<file path="src/rtl/pong_matrix_scanner.sv">
// pong_matrix_scanner
//   Row-scanned renderer for a WIDTH x HEIGHT pong LED matrix. It runs its own
//   scan: a prescaler holds each row for SCAN_DIV clocks, a row counter walks
//   rows 0..HEIGHT-1, and a frame counter drives the optional ball blink.
//   Ball and paddle positions are captured once per frame, at the frame-start
//   state, so a frame never mixes old and new positions.
//
// Ports
//   clk          system clock
//   reset        synchronous, active-high reset
//   en           scan enable; low holds the scan position and blanks the outputs
//   blink_en     1 = ball blinks with period BLINK_FRAMES frames
//   x_pos/y_pos  ball column / row
//   player_top   top paddle left column (row 0)
//   player_down  bottom paddle left column (row HEIGHT-1)
//   row_sel      registered one-hot active row
//   col_out      registered lit columns of the active row (bit i = column i)
//   frame_start  one-clock pulse on the first output cycle of row 0

module pong_matrix_scanner #(
    parameter int WIDTH        = 8,
    parameter int HEIGHT       = 8,
    parameter int X_BITS       = 3,
    parameter int Y_BITS       = 3,
    parameter int PADDLE_SIZE  = 2,
    parameter int SCAN_DIV     = 4,
    parameter int BLINK_FRAMES = 16
) (
    input  logic              clk,
    input  logic              reset,
    input  logic              en,
    input  logic              blink_en,
    input  logic [X_BITS-1:0] x_pos,
    input  logic [Y_BITS-1:0] y_pos,
    input  logic [X_BITS-1:0] player_top,
    input  logic [X_BITS-1:0] player_down,
    output logic [HEIGHT-1:0] row_sel,
    output logic [WIDTH-1:0]  col_out,
    output logic              frame_start
);

    localparam int PRE_W = (SCAN_DIV > 1) ? $clog2(SCAN_DIV) : 1;
    localparam int FC_W  = $clog2(BLINK_FRAMES);

    localparam logic [PRE_W-1:0]  PRE_LAST = PRE_W'(SCAN_DIV - 1);
    localparam logic [Y_BITS-1:0] ROW_LAST = Y_BITS'(HEIGHT - 1);
    localparam logic [FC_W-1:0]   FC_LAST  = FC_W'(BLINK_FRAMES - 1);
    localparam logic [FC_W-1:0]   FC_HALF  = FC_W'(BLINK_FRAMES / 2);

    logic [PRE_W-1:0]  pre;
    logic [Y_BITS-1:0] row;
    logic [FC_W-1:0]   frame_cnt;

    logic [X_BITS-1:0] snap_x;
    logic [Y_BITS-1:0] snap_y;
    logic [X_BITS-1:0] snap_top;
    logic [X_BITS-1:0] snap_down;

    logic              load;
    logic              ball_vis;
    logic [X_BITS-1:0] eff_x;
    logic [Y_BITS-1:0] eff_y;
    logic [X_BITS-1:0] eff_top;
    logic [X_BITS-1:0] eff_down;
    logic [WIDTH-1:0]  col_next;

    // The frame-start cycle renders straight from the live inputs, so row 0
    // of a new frame already reflects the snapshot being captured.
    assign load     = (pre == '0) && (row == '0);
    assign eff_x    = load ? x_pos       : snap_x;
    assign eff_y    = load ? y_pos       : snap_y;
    assign eff_top  = load ? player_top  : snap_top;
    assign eff_down = load ? player_down : snap_down;
    assign ball_vis = !blink_en || (frame_cnt < FC_HALF);

    // Paddle bounds are evaluated in int so p + PADDLE_SIZE - 1 cannot wrap.
    // The ball compare uses full-width positions, so x >= WIDTH or
    // y >= HEIGHT simply never matches a column/row instead of aliasing.
    always_comb begin
        col_next = '0;
        for (int i = 0; i < WIDTH; i++) begin
            if ((i >= 1) && (i <= WIDTH - 2)) begin
                if ((row == '0) && (i >= int'(eff_top)) &&
                    (i <= int'(eff_top) + PADDLE_SIZE - 1))
                    col_next[i] = 1'b1;
                if ((row == ROW_LAST) && (i >= int'(eff_down)) &&
                    (i <= int'(eff_down) + PADDLE_SIZE - 1))
                    col_next[i] = 1'b1;
            end
            if (ball_vis && (eff_y == row) && (int'(eff_x) == i))
                col_next[i] = 1'b1;
        end
    end

    always_ff @(posedge clk) begin
        if (reset) begin
            pre         <= '0;
            row         <= '0;
            frame_cnt   <= '0;
            snap_x      <= '0;
            snap_y      <= '0;
            snap_top    <= '0;
            snap_down   <= '0;
            row_sel     <= '0;
            col_out     <= '0;
            frame_start <= 1'b0;
        end else if (en) begin
            if (load) begin
                snap_x      <= x_pos;
                snap_y      <= y_pos;
                snap_top    <= player_top;
                snap_down   <= player_down;
                frame_start <= 1'b1;
            end else begin
                frame_start <= 1'b0;
            end

            row_sel <= HEIGHT'(1) << row;
            col_out <= col_next;

            if (pre == PRE_LAST) begin
                pre <= '0;
                if (row == ROW_LAST) begin
                    row       <= '0;
                    frame_cnt <= (frame_cnt == FC_LAST) ? '0 : frame_cnt + 1'b1;
                end else begin
                    row <= row + 1'b1;
                end
            end else begin
                pre <= pre + 1'b1;
            end
        end else begin
            // Scan position and snapshot hold; only the outputs blank.
            row_sel     <= '0;
            col_out     <= '0;
            frame_start <= 1'b0;
        end
    end

endmodule

</file>
<file path="config.mk">
export PLATFORM = sky130hd
export DESIGN_NAME = pong_matrix_scanner
export DESIGN_NICKNAME = d
export VERILOG_FILES = /design/src/rtl/pong_matrix_scanner.sv
export SDC_FILE = /design/constraint.sdc
export NUM_CORES = 1
export LEC_CHECK = 0
export CAP_MARGIN = 10
export CORE_UTILIZATION = 58
export DETAILED_ROUTE_END_ITERATION = 7
export GPL_TIMING_DRIVEN = 0
export PLACE_DENSITY = 0.82
export SETUP_SLACK_MARGIN = 0.2
export SYNTH_ARGS = -nofsm -noshare
export SYNTH_HDL_FRONTEND = slang
export SYNTH_SLANG_ARGS = --single-unit
</file>
<file path="constraint.sdc">
create_clock -name clk -period 8.32 [get_ports clk]
set_clock_uncertainty 0.15 [all_clocks]
set_input_delay 1.248 -clock clk [delete_from_list [all_inputs] [get_ports clk]]
set_output_delay 1.248 -clock clk [all_outputs]
set_load 0.1 [all_outputs]
</file>
### Word-level counts from Yosys, hierarchy flattened

Index checks and enable logic that the tools add are counted.

| storage, ports and cells | value |
|---|---|
| bits of input ports | 16 |
| word-level logic and storage cells | 125 |
| register bits after elaboration | 38 |

| cells by class | value |
|---|---|
| order comparisons | 25 |
| reductions and logical operators | 42 |
| equality and inequality tests | 11 |
| shift-type cells | 1 |
| multiplexer cells | 28 |
| add/sub/neg operators | 7 |
| bitwise logic cells | 1 |

Operator list:

| cell | count |
|---|---|
| logical AND 1 bit | 34 |
| <= comparator 4 x 5 -> 1 bit (first input constant) | 6 |
| 2-to-1 mux 1 bit | 21 |
| <= comparator 3 x 5 -> 1 bit (first input constant) | 4 |
| >= comparator 3 bit (first input constant) | 6 |
| == test 3 bit (second input constant) | 5 |
| 2-to-1 mux 3 bit | 5 |
| >= comparator 2 x 3 -> 1 bit (first input constant) | 4 |
| <= comparator 2 x 5 -> 1 bit (first input constant) | 2 |
| subtractor 4 x 1 -> 5 bit (second input constant) | 2 |
| adder 3 x 2 -> 4 bit (second input constant) | 2 |
| << shifter 1 x 3 -> 8 bit (first input constant) | 1 |
| == test 3 x 2 -> 1 bit (second input constant) | 2 |
| >= comparator 1 x 3 -> 1 bit (first input constant) | 2 |
| zero test 3 bit | 2 |
| adder 4 x 1 -> 4 bit (second input constant) | 1 |
| == test 4 bit (second input constant) | 1 |
| < comparator 4 bit (second input constant) | 1 |
| 2-to-1 mux 4 bit | 1 |
| adder 3 x 1 -> 3 bit (second input constant) | 1 |
| == test 3 x 1 -> 1 bit (second input constant) | 1 |
| == test 3 bit | 1 |
| AND reduction 3 bit | 1 |
| adder 2 x 1 -> 2 bit (second input constant) | 1 |
| 8 further kinds | 8 |

### Depth between registers and ports, before layout

| depth | value |
|---|---|
| depth in word-level cells | 10 |
| depth in mapped cells | 14 |

### Worst setup path after synthesis

No wires, ideal clock.

| timing path | value |
|---|---|
| kind | reg-to-reg |
| start | register row[0] |
| end | register col_out[6] |
| arrival time | 2786 ps |
| path buffers | 3 |
| library setup time | 73 ps |
| required time | 8097 ps |
| path slack | 5311 ps |
| period minus slack after synthesis | 3009 ps |
| stages on the path, launching flop included | 14 |
| cell sequence | dfxtp_1 buf_2 inv_1 ha_1 and3b_1 buf_6 buf_2 mux2i_1 inv_1 ha_1 a211oi_1 o21ai_0 a211o_1 o211ai_2 |

| between the ends | value |
|---|---|
| cells in the longest elaborated chain, start to end | 10 |
| elaborated cells between the ends (all ways) | 26 |
| classes of those cells | 4 x add/sub; 4 x order compare; 3 x eq/ne; 7 x mux; 8 x reduce/logical |

RTL lines:

| element | RTL line | source |
|---|---|---|
| start: declaration | 51 | `logic [Y_BITS-1:0] row;` |
| start signal: assignment | 127 | `row <= row + 1'b1;` |
| zero test 3 bit * | 69 | `assign load = (pre == '0) && (row == '0);` |
| logical AND 1 bit * | 69 |  |
| 2-to-1 mux 3 bit * | n/a |  |
| net eff_top[1] | 63 | `logic [X_BITS-1:0] eff_top;` |
| adder 3 x 2 -> 4 bit | 84 | `(i <= int'(eff_top) + PADDLE_SIZE - 1))` |
| subtractor 4 x 1 -> 5 bit | 84 |  |
| <= comparator 4 x 5 -> 1 bit | 84 |  |
| logical AND 1 bit * | 83 | `if ((row == '0) && (i >= int'(eff_top)) &&` |
| 2-to-1 mux 1 bit * | 83 |  |
| 2-to-1 mux 1 bit * | 86 | `if ((row == ROW_LAST) && (i >= int'(eff_down)) &&` |
| 2-to-1 mux 1 bit * | 90 | `if (ball_vis && (eff_y == row) && (int'(eff_x) == i))` |
| end signal: assignment | 119 | `col_out <= col_next;` |
| end: declaration | 38 | `output logic [WIDTH-1:0] col_out,` |

Mark *: on every way through the listed nets, which the timed path passes. The rest lies on a longest branch.
A chain may end at the register's enable or synchronous reset.

### Final worst setup path

Same ends and word-level chain as after synthesis.

==> impl.org <==
** GRT
- Global routing used 26.9% of the available tracks.
- Global-route wire length before repair :: 8400 microns
- Total overflow reported by the global router :: 0
- Vias in the first global route :: 1785
- The number of antenna violations at the first check in global routing came to 0.
- Entering global routing, the biggest net connects 13 pins.

** Power and ir drop
- Combinational share of power :: 27.0%
- Registers are responsible for 43.6% of the overall power.
- For this design the static power due to leakage is 1.06 nW.
- Share of total power in the clock network :: 29.4%
- For this design the ratio of total power to cell area is 171 nW/um^2.
- Net switching power :: 0.150 mW
- Fraction of power spent switching nets :: 33.3%
- Internal :: 0.301 mW
- Peak supply drop :: 129 uV

** Yosys
- Proportion of register bits with asynchronous set or reset after synthesis :: 0%
- sky130_fd_sc_hd__dfxtp_1 takes more of the synthesized area than any other cell.
- Net count after synthesis :: 288
- Syn Std Cell Area :: 2160 sq um
- Ys flop type :: sky130_fd_sc_hd__dfxtp_1
- Summing the sequential cell areas from Yosys gives 35.3% of the chip area.
- The synthesized design contains 38 register bits.
- Warning count from the yosys run :: 0
- By instance count, the leading cell after synthesis is sky130_fd_sc_hd__dfxtp_1.
- Counting every instance in the synthesized netlist gives 254.
- Ranking of synthesized cells by instance count :: sky130_fd_sc_hd__dfxtp_1 (38), sky130_fd_sc_hd__nand2_1 (36), sky130_fd_sc_hd__a21oi_1 (21)
- Ranking of synthesized cells by area :: sky130_fd_sc_hd__dfxtp_1 (35%), sky130_fd_sc_hd__ha_1 (10%), sky130_fd_sc_hd__nand2_1 (6.3%)
- In this run the mean area of a mapped cell was 8.49 sq um.
- Counting flops with a built-in enable in the synthesized netlist gives 0.
- Distinct cell type count after synthesis :: 49
- Top-area cell type share of the netlist area :: 35.3%

** STA
- Total Neg Setup Slack :: 0 ps
- The worst path uses 44.1% of the clock period.
- Subtracting the final worst setup slack from the clock period gives 3670 ps.
- Count of endpoints failing setup in the final report :: 0
- RSZ-0062 raised after global routing :: no
- Hold Fails Final Rpt :: 0
- The final-report max-slew violation count was 0.
- Worst Max-Slew Pin Slew :: 973 ps
- Setup slack on the critical path of the routed design comes to 4650 ps.
- Timing would allow up to 272 MHz.
- Worst slew slack as a fraction of its limit :: 34.9%

** Final layout
- Fill cell instance count of the final layout :: 275
- Once layout is complete, the cells apart from fillers number 340.
- Area growth from synthesis to layout :: 21.9%
- Utilization of the core after routing :: 76.4%
- Fraction of final layout cells sized beyond drive strength 1 :: 5.10%
- Post-layout net count :: 327
- Area of all placed cells without fillers :: 2630 sq um
- Ant. Diodes :: 0

** Clocking
- TritonCTS built the clock tree.
- The clock passes through at most 2 buffers.
- The clock tree synthesis step divided the H-tree into 2 levels.
- Clock sink total :: 38
- Buffer count from post-CTS setup fixing :: 0
- Clock root buffer master :: sky130_fd_sc_hd__clkbuf_8
- Once the clock tree was built, the resizer swapped 0 gates to a different size.
- Clock Latency Late Sink :: 300 ps
- Buffers inserted during clock tree synthesis total 5.
- Number of hold-repair buffers added at the cts stage :: 0
- Clock transition at path regs :: 70 ps

** Min path
- Kind of path behind the tightest hold check :: reg2reg

** Flow run
- Max-cap violations :: 0

** Run status
- Outcome :: finished clean

** Setup path
- Data on the critical path arrives at its endpoint at 3740 ps.
- Across all register-to-register paths, the minimum setup slack is 4650 ps.
- STA puts the critical path data required time at 8390 ps.
- Worst setup SP type :: flip-flop
- WS Path Type :: reg2reg
- Worst-path fanout max :: 10
- Critical Path Sink Type :: flip-flop

** Drt
- First drt pass iteration count :: 5
- Routed wire per std cell :: 14.5 microns
- After detailed routing, the total wire length is 4910 microns.
- In this run the remaining antenna-violating nets after routing total 0.
- Using the TritonRoute via totals, the vias-per-cell ratio works out to 5.73.
- Number of remaining DRC errors :: 0
- Summing over every cut layer, the via total after detailed routing is 1948.
- DRC violation total after the first TritonRoute iteration :: 107

** Floorplanning
- Once the floorplan was initialized, standard cells occupied 62.7% of the core.
- Boundary pin count :: 33
- The floorplan step defined a die boundary enclosing 3970 sq um.
- The floorplan step set the die height to 63.0 microns.
- Cell Rows :: 21
- The floorplan step defined a core boundary enclosing 3440 sq um.
- From left edge to right edge, the die measures 63.0 microns.

** Placed design
- Final estimated routing congestion in global placement :: 0.891
- Pre-CTS setup slack :: 4590 ps
- Port Buffers :: 32
- Detailed placement ended at an HPWL of 3620 microns.
- After detailed placement, the total cell area comes to 2530 sq um.
- After detailed placement, the design holds a cell count of 332.
==> final timing paths <==
path,depth (start not counted),end,start
max reg2reg,13,col_out[6],row[0]
min reg2reg,2,snap_y[1],snap_y[1]
min,2,snap_y[1],snap_y[1]
max,13,col_out[6],row[0]
==> layer usage <==
layer	up-vias	share of wire [%]	track usage [%]
li1	989	-	-
met1	891	48	36.5
met2	63	46	42.6
met3	5	5.6	5.11
met4	0	0.77	8.43
met5	-	0	0
==> critical path, cell delays in order, from the launching register on <==
cell                       delay, ps
sky130_fd_sc_hd__dfxtp_1         330
sky130_fd_sc_hd__buf_2           170
sky130_fd_sc_hd__inv_1            90
sky130_fd_sc_hd__ha_1            310
sky130_fd_sc_hd__and3b_1         220
sky130_fd_sc_hd__buf_6           160
sky130_fd_sc_hd__buf_2           270
sky130_fd_sc_hd__mux2i_1         500
sky130_fd_sc_hd__inv_1           160
sky130_fd_sc_hd__ha_1            320
sky130_fd_sc_hd__a211oi_1        390
sky130_fd_sc_hd__o21ai_0         170
sky130_fd_sc_hd__a211o_1         310
sky130_fd_sc_hd__o211ai_2         60
==> state kept, by name, summed over array words and instances, names as in the netlist <==
register / count
snap_y: 3
snap_x: 3
col_out: 8
frame_start: 1
pre: 2
row: 3
frame_cnt: 4
snap_down: 3
row_sel: 8
snap_top: 3
==> final cells by class <==
class,count,area [sq um],share of cell area (%)
Timing Repair Buffer,32,320,12.2
Sequential cell,38,761,28.9
Tap cell,46,57.6,2.19
Buffer,13,58.8,2.24
Clock inverter,2,12.5,0.476
Multi-Input combinational cell,192,1300,49.3
Clock buffer,6,82.6,3.14
Inverter,11,41.3,1.57
==> power by group through the flow <==
| stage | logic [mW] | registers, mW | clock network, mW |
|---|---|---|---|
| finish | 0.122 | 0.196 | 0.133 |
| global route | 0.133 | 0.197 | 0.141 |
| CTS | 0.121 | 0.196 | 0.133 |
| detailed placement | 0.120 | 0.200 | 0 |
| global placement | 0.118 | 0.200 | 0 |
| floorplan | 0.0672 | 0.220 | 0 |
==> placed cells by master, fill, tap and decap left out, drive strengths merged, types with 4 or more instances in the layout <==
| cell | Yosys | routed |
|---|---|---|
| a211oi | 6 | 6 |
| and3 | 5 | 5 |
| clkbuf | 10 | 16 |
| nand4 | 4 | 4 |
| nor3b | 5 | 5 |
| ha | 18 | 18 |
| nor2b | 4 | 4 |
| inv | 11 | 11 |
| mux2i | 10 | 10 |
| nand2 | 36 | 36 |
| dfxtp | 38 | 38 |
| nand3 | 9 | 9 |
| nor3 | 7 | 7 |
| clkdlybuf4s50 | 0 | 32 |
| nor2 | 18 | 18 |
| a21oi | 21 | 21 |
==> metrics by stage <==
stage | total power [mW] | hold WS, ps
floorplan | 0.287 | 294
global placement | 0.318 | 303
detailed placement | 0.320 | 322
CTS | 0.450 | 333
global route | 0.471 | 359
finish | 0.450 | 333
==> cells by family (layout without fill, tap and decap cells) <==
| logic type | after synthesis | after routing | share of synthesized area (%) |
|---|---|---|---|
| buffers and inverters | 24 | 64 | 4.64 |
| adders and majority gates | 18 | 18 | 10.4 |
| AOI/OAI and AO/OA | 52 | 52 | 16.5 |
| and+or+nand+nor | 105 | 105 | 24.7 |
| xor gates and xnor gates | 4 | 4 | 1.62 |
| muxes | 13 | 13 | 6.79 |
| DFF | 38 | 38 | 35.3 |
(Power assumes the default switching activity.)
